`config.mk`:
```
export PLATFORM = sky130hd
export DESIGN_NAME = hilo_div_unit
export DESIGN_NICKNAME = d
export VERILOG_FILES = /design/src/rtl/hilo_div_unit.sv
export SDC_FILE = /design/constraint.sdc
export NUM_CORES = 1
export LEC_CHECK = 0
export BUFFER_PORTS_ARGS = -buffer_cell sky130_fd_sc_hd__buf_2
export CELL_PAD_IN_SITES_DETAIL_PLACEMENT = 0
export CELL_PAD_IN_SITES_GLOBAL_PLACEMENT = 2
export CORE_AREA = 8 8 194 196
export DETAILED_ROUTE_END_ITERATION = 16
export DIE_AREA = 0 0 202 204
export HOLD_SLACK_MARGIN = 0.03
export MAX_ROUTING_LAYER = met4
export PLACE_DENSITY_LB_ADDON = 0.25
export SETUP_SLACK_MARGIN = 0.05
export SYNTH_ARGS = -nofsm -noshare
export SYNTH_HDL_FRONTEND = slang
export SYNTH_SLANG_ARGS = --single-unit
```
`constraint.sdc`:
```
create_clock -name clock -period 17.2 [get_ports clock]
set_input_delay 0.86 -clock clock [delete_from_list [all_inputs] [get_ports clock]]
set_output_delay 0.86 -clock clock [all_outputs]
set_load 0.05 [all_outputs]
```
`src/rtl/hilo_div_unit.sv`:
```
// hilo_div_unit: multi-cycle restoring divider feeding the HI/LO register pair.
// Produces one quotient bit per cycle, writes LO=quotient and HI=remainder, and
// raises stall when the pipeline needs HI/LO or the divider while a divide runs.
module hilo_div_unit #(
    parameter int WIDTH  = 32,
    parameter bit SIGNED = 1'b1
) (
    input  logic             clock,
    input  logic             reset,
    input  logic             div_start,
    input  logic [WIDTH-1:0] dividend,
    input  logic [WIDTH-1:0] divisor,
    input  logic             mf_read,
    input  logic             lo_or_hi,
    output logic             stall,
    output logic             busy,
    output logic             done,
    output logic [WIDTH-1:0] hi,
    output logic [WIDTH-1:0] lo,
    output logic [WIDTH-1:0] mf_data
);

    localparam int CW = (WIDTH > 1) ? $clog2(WIDTH) : 1;

    typedef enum logic [1:0] {
        IDLE = 2'd0,
        RUN  = 2'd1,
        FIX  = 2'd2
    } divState_t;

    divState_t        stateReg;
    logic [CW-1:0]    countReg;
    logic [WIDTH-1:0] dvdReg;      // dividend magnitude, consumed MSB first
    logic [WIDTH-1:0] dvsReg;      // divisor magnitude
    logic [WIDTH-1:0] quoReg;      // quotient magnitude being assembled
    logic [WIDTH:0]   remReg;      // partial remainder, one extra bit for the borrow
    logic             quoNegReg;
    logic             remNegReg;
    logic [WIDTH-1:0] hiReg;
    logic [WIDTH-1:0] loReg;
    logic             doneReg;

    logic             dividendNeg;
    logic             divisorNeg;
    logic [WIDTH-1:0] dividendAbs;
    logic [WIDTH-1:0] divisorAbs;
    logic [WIDTH:0]   remShift;
    logic [WIDTH:0]   remTrial;
    logic             noBorrow;
    logic [WIDTH-1:0] remLow;
    logic [WIDTH-1:0] quoFixed;
    logic [WIDTH-1:0] remFixed;

    // Operand magnitudes; in unsigned mode the raw values pass straight through.
    // The magnitude of the most negative value still fits as an unsigned number.
    always_comb begin
        dividendNeg = SIGNED && dividend[WIDTH-1];
        divisorNeg  = SIGNED && divisor[WIDTH-1];
        dividendAbs = dividendNeg ? (~dividend + 1'b1) : dividend;
        divisorAbs  = divisorNeg  ? (~divisor + 1'b1)  : divisor;
    end

    // One restoring step: shift in the next dividend bit and trial-subtract.
    always_comb begin
        remShift = {remReg[WIDTH-1:0], dvdReg[WIDTH-1]};
        remTrial = remShift - {1'b0, dvsReg};
        noBorrow = ~remTrial[WIDTH];
    end

    // Sign correction applied on the way into HI/LO.
    always_comb begin
        remLow   = remReg[WIDTH-1:0];
        quoFixed = quoNegReg ? (~quoReg + 1'b1) : quoReg;
        remFixed = remNegReg ? (~remLow + 1'b1) : remLow;
    end

    // Divider sequencer and HI/LO registers.
    always_ff @(posedge clock or posedge reset) begin
        if (reset) begin
            stateReg  <= IDLE;
            countReg  <= '0;
            dvdReg    <= '0;
            dvsReg    <= '0;
            quoReg    <= '0;
            remReg    <= '0;
            quoNegReg <= 1'b0;
            remNegReg <= 1'b0;
            hiReg     <= '0;
            loReg     <= '0;
            doneReg   <= 1'b0;
        end else begin
            doneReg <= 1'b0;
            case (stateReg)
                IDLE: begin
                    if (div_start) begin
                        remNegReg <= dividendNeg;
                        dvdReg    <= dividendAbs;
                        dvsReg    <= divisorAbs;
                        countReg  <= CW'(WIDTH - 1);
                        if (divisor == '0) begin
                            // Divide by zero: all-ones quotient, remainder is
                            // the dividend itself (magnitude plus its own sign).
                            quoReg    <= '1;
                            remReg    <= {1'b0, dividendAbs};
                            quoNegReg <= 1'b0;
                            stateReg  <= FIX;
                        end else begin
                            quoReg    <= '0;
                            remReg    <= '0;
                            quoNegReg <= dividendNeg ^ divisorNeg;
                            stateReg  <= RUN;
                        end
                    end
                end
                RUN: begin
                    dvdReg <= {dvdReg[WIDTH-2:0], 1'b0};
                    remReg <= noBorrow ? remTrial : remShift;
                    quoReg <= {quoReg[WIDTH-2:0], noBorrow};
                    if (countReg == '0) begin
                        stateReg <= FIX;
                    end else begin
                        countReg <= countReg - 1'b1;
                    end
                end
                FIX: begin
                    loReg    <= quoFixed;
                    hiReg    <= remFixed;
                    doneReg  <= 1'b1;
                    stateReg <= IDLE;
                end
                default: stateReg <= IDLE;
            endcase
        end
    end

    // Status, stall and the mfhi/mflo read mux.
    always_comb begin
        busy    = (stateReg == RUN) || (stateReg == FIX);
        stall   = busy && (div_start || mf_read);
        done    = doneReg;
        hi      = hiReg;
        lo      = loReg;
        mf_data = lo_or_hi ? loReg : hiReg;
    end

endmodule

```
* Word level (Yosys, flattened, before mapping) *
Cells that the tools add are included.

storage, ports and cells
  logic and storage cells = 62
  bits in registers = 202
  output and inout port bits = 99
  bits of input ports = 69

operators by class
  bitwise operators = 6
  equality and inequality tests = 5
  add/subtract/negate cells = 6
  muxes and demuxes = 23
  reductions and logical operators = 11

operators by type and width
  cell                                                                 number
  32-bit 2-to-1 mux                                                    11
  32-bit one-hot mux with 2 select lines                               3
  32-bit by 1-bit adder with 32-bit output (second input constant)     4
  32-bit NOT                                                           4
  33-bit by 32-bit subtractor with 33-bit output                       1
  32-bit logical NOT                                                   1
  5-bit 2-to-1 mux                                                     2
  5-bit one-hot mux with 2 select lines                                1
  2-bit 2-to-1 mux                                                     3
  2-bit != test (second input constant)                                3
  2-bit AND reduction                                                  3
  5-bit logical NOT                                                    1
  5-bit by 1-bit subtractor with 5-bit output (second input constant)  1
  2-bit one-hot mux with 2 select lines                                1
  3-bit AND reduction                                                  1
  2-bit by 1-bit == test with 1-bit output (second input constant)     1
  2-bit == test (second input constant)                                1
  2-bit logical NOT                                                    1
  1-bit logical OR                                                     2
  1-bit 2-to-1 mux                                                     2
  2-bit nonzero test                                                   1
  1-bit logical AND                                                    1
  1-bit NOT                                                            1
  1-bit XOR                                                            1

* Logic depth before layout (Yosys ltp) *
  depth after elaboration = 6
  depth in mapped cells = 13
  gate-level depth less buffers = 12

* Least setup slack after synthesis *
No wires, ideal clock.

  path kind = in2reg
  start point = in divisor[13]
  end point = reg remReg[17]
  data required time = 17.135 ns
  arrival time = 3.366 ns
  stages on the path = 9
  slack = 13.769 ns
  cells stage by stage = or4_4 or4_4 or3_4 or4_4 or3_4 nor2_4 nand2_1 nand2_1 o22a_1

between the ends
  word-level cells in the longest chain between the ends = 4

ends and longest elaborated chain
  what                                    line  RTL
  start: declaration                      12    input logic [WIDTH-1:0] divisor,
  32-bit logical NOT                      100   if (divisor == '0) begin
  32-bit 2-to-1 mux                       100
  32-bit 2-to-1 mux                       95    if (div_start) begin
  32-bit one-hot mux with 2 select lines  93    case (stateReg)
  end signal: assignment                  104   remReg <= {1'b0, dividendAbs};
  end signal: assignment                  117   remReg <= noBorrow ? remTrial : remShift;
  end: declaration                        36    logic [WIDTH:0] remReg;

Every way passes these cells. The select of a mux whose other input is x is not followed.
A chain may end at the register's enable or synchronous reset.

* Final worst setup path *
  start point = reg remReg[20]
  end point = reg remReg[7]

between the ends
  word-level cells in the longest chain between the ends = 3

ends and longest elaborated chain
  what                                            line  RTL
  33-bit by 32-bit subtractor with 33-bit output  66    remTrial = remShift - {1'b0, dvsReg};
  32-bit 2-to-1 mux                               117
  32-bit one-hot mux with 2 select lines          93

Every way passes these cells.

==> reports/qor.log <==
qor: run_status.status finished clean
qor: worst_setup_path.critPathMaxFanout 12
qor: final_layout.insertedDiodeCount 0
qor: clock_network.insertion_delay 0.53 ns
qor: die.num_io_pins 168
qor: route.postRouteAntennaNets 0
qor: clock_network.cts_inserted_buffers 26
qor: global_route.grt_first_pass_wirelength 67900 um
qor: worst_setup_path.worst-r2r-cell-count 10
qor: logic_synthesis.postSynthRegisterBits 202
qor: final_layout.post_route_cells_drive_above_1_share 16.7%
qor: place.place_ws 12.83 ns
qor: route.final_wirelength 42800 um
qor: timing.pin_slew_with_the_least_headroom_to_its_limit 1.12 ns
qor: pwr.p_leak 0.00683 uW
qor: clock_network.level_count_of_the_clock_h_tree 1
qor: worst_setup_path.worstReg2RegStart remReg[20]
qor: logic_synthesis.synth_area_leaders sky130_fd_sc_hd__dfrtp_1 38%, sky130_fd_sc_hd__a21oi_1 7.4%, sky130_fd_sc_hd__xor2_1 5.9%
qor: final_layout.layout.nets 1789
qor: worst_setup_path.rr_endpoint remReg[7]
qor: worst_setup_path.critical_path_arrival 4.73 ns
qor: worst_setup_path.crit_chain ha_1, a21oi_1, o21ai_0, a221o_1, o21bai_1, a21o_1, a22oi_1, nand2_1, a311o_1, mux2_2
qor: logic_synthesis.postSynth.asyncResetShare 100%
qor: clock_network.cts_sinks 202
qor: logic_synthesis.post-synth-top-area-fraction 38.0%
qor: min_path.min-delay-path-class register to register
qor: route.route.detailed.wl_per_inst 19.9 um
qor: min_path.min_from dvsReg[21]
qor: timing.timing_max_transition_violations_final 0
qor: logic_synthesis.synth.cells.most_frequent 202 x sky130_fd_sc_hd__dfrtp_1, 197 x sky130_fd_sc_hd__a21oi_1, 165 x sky130_fd_sc_hd__nand2_1
qor: final_layout.syn_to_final_growth 15.6%
qor: logic_synthesis.mappedNetlistNets 1676
qor: timing.fin_crit 4.32 ns
qor: logic_synthesis.yosys_warnings 0
qor: global_route.grt_max_degree 135
qor: timing.fin_setup_tns 0 ns
qor: timing.timing.final.hold_violations 0
qor: clock_network.cts_hold_buffers 0
qor: timing.unrepaired_setup_endpoints_after_global_routing false
qor: timing.fin_worst_hold_slack 0.478 ns
qor: route.drtPass1Iterations 6
qor: worst_setup_path.criticalPathCategory register to register
qor: place.place.port_buffers 167
qor: pwr.ir_worst_vdd 0.144 mV
qor: worst_setup_path.cp_data_required_time 17.61 ns
qor: route.viasPerCell 5.50
qor: timing.max_freq 231 MHz
qor: clock_network.tritoncts_clock_tree built
qor: clock_network.cts.repair.resized 0
qor: clock_network.path_clk_slew 0.06 ns
qor: clock_network.cts_root_buf sky130_fd_sc_hd__clkbuf_16
qor: place.placed_insts 2111
qor: logic_synthesis.synth_ff_type sky130_fd_sc_hd__dfrtp_1
qor: pwr.power_density_normalized_to_cell_area 244 nW/um^2
qor: worst_setup_path.crit_path_max_incr_delay 0.78 ns
qor: place.routabilityCongestion 0.877
qor: logic_synthesis.synthDistinctLibCells 71
qor: flow_run.maxCapViolations 0
qor: global_route.globalRouteTotalUtil 20.8%
qor: die.initial_core_util 38.2%
qor: place.dp_hpwl 31200 um
qor: worst_setup_path.worst_setup_path_end_kind register
qor: logic_synthesis.netlist.top_cell.by_area sky130_fd_sc_hd__dfrtp_1
qor: global_route.number_of_antenna_violations_at_the_first_check_in_global_routing 0
qor: clock_network.cts_buffer_depth 3
qor: clock_network.postCtsSetupBuffers 0
qor: die.fp.dieW 202 um
qor: worst_setup_path.worst-r2r-setup-slack 12.88 ns
qor: logic_synthesis.netlist_instances 1565
qor: logic_synthesis.synth_area 13300 sq um
qor: route.route.detailed.drc 0
qor: worst_setup_path.worstPathBufferInverterCount 0
qor: worst_setup_path.cp_slowest_cell sky130_fd_sc_hd__a22oi_1
qor: global_route.total_global_routing_overflow 0
qor: die.floorplan.core_area 34800 sq um
qor: die.chipHeight 204 um
qor: logic_synthesis.yosysSeqAreaShare 38.0%
qor: logic_synthesis.edff_count_synth 0
qor: route.initialDrtViolationCount 856
qor: timing.post-route-worst-setup-slack 12.88 ns
qor: worst_setup_path.crit_end remReg[7]
qor: route.vias 11864
qor: timing.final_cycle_share 25.1%
qor: global_route.grt_pass1_vias 11679
qor: die.fp.dieArea 41200 sq um
qor: timing.clock-skew-final 0.0156 ns
qor: worst_setup_path.timing.critical_path.from_type register
qor: timing.finalSetupViolations 0
qor: worst_setup_path.critical_path.startpoint remReg[20]
qor: worst_setup_path.worstSetupPathDepth 10
qor: worst_setup_path.cpLargestDelayFamily compound AO/OA/AOI/OAI gates
qor: timing.max-slew-margin-rel 25.6%
qor: logic_synthesis.post-synth-top-count-cell sky130_fd_sc_hd__dfrtp_1
qor: logic_synthesis.post_synth.cell_area_avg 8.50 sq um
qor: final_layout.layoutNonFillerInstCount 2156
qor: die.row_count 69
flip-flops by register name, summed over array words and instances, names as in the netlist:
signal,flops
stateReg,2
hi,32
quoNegReg,1
remReg,32
lo,32
quoReg,32
countReg,5
done,1
dvdReg,32
dvsReg,32
remNegReg,1
tightest hold or removal path: cells and delay by family, from the launching register on:
| family | cells | cell delay, ns |
|---|---|---|
| simple gates | 1 | 0.05 |
| flops | 1 | 0.34 |
| compound gates | 1 | 0.06 |
area by class of cell:
class,count,area [sq um]
Fill cell,3539,19400
Timing Repair Buffer,175,896
Clock inverter,10,131
Tap cell,461,577
Inverter,58,225
Clock buffer,35,756
Sequential cell,202,5050
Multi-Input combinational cell,1215,7740
where the power goes:
part	leakage [uW]	internal [uW]	total (uW)	switching, uW
Sequential	0.00243	675	910	234
Combinational	0.00396	739	2270	1530
Clock	0.000438	350	565	215
worst min-delay path by stage:
stage	to	slack, ns	cells after the start
final	dvsReg[21]	0.48	2
after global routing	dvdReg[22]	0.49	1
after CTS	dvdReg[22]	0.48	1
after detailed placement	dvdReg[22]	0.47	1
after global placement	dvdReg[22]	0.46	1
after floorplan	dvdReg[22]	0.45	1
per-layer routing:
layer  global-route usage (%)  vias up  part of all wire [%]
met2                     34.8      279                    49
met4                     4.10        0                   1.8
met3                     2.84       51                   5.2
li1                         -     5814                     -
met1                     26.8     5720                    44
met5                        -        -                     0
kinds of logic (layout without fill, tap and decap cells):
kind of cell	Yosys count	count (layout)	synth area share, %
simple gates	458	458	16.1
mux	81	81	6.43
buf+inv	148	278	4.27
flops	202	202	38.0
xor+xnor	139	139	9.15
compound gates	495	495	22.0
fa+ha+maj	42	42	4.01
cell usage in the layout, fill, tap and decap left out, drive strengths merged, types with 15 or more instances in the layout:
cell type  synthesis  final
xor2              89     89
dfrtp            202    202
a21o              17     17
nor2             146    146
xnor2             50     50
nand2            165    165
o31ai             43     43
or3               17     17
buf               20    175
a21oi            197    197
nand3             15     15
mux2i             45     45
inv               58     58
ha                41     41
or4               18     18
nor3              21     21
o21ai            141    141
clkbuf            70     35
mux2              36     36
metrics by stage:
stage | util [%] | power (uW) | area (sq um)
after floorplan | - | 2550 | 13300
after global placement | 41.6 | 3160 | 14500
after detailed placement | 41.6 | 3180 | 14500
after CTS | 44.2 | 3760 | 15400
after global routing | 44.2 | 4020 | 15400
final | 44.2 | 3750 | 15400
(Power assumes the default switching activity.)
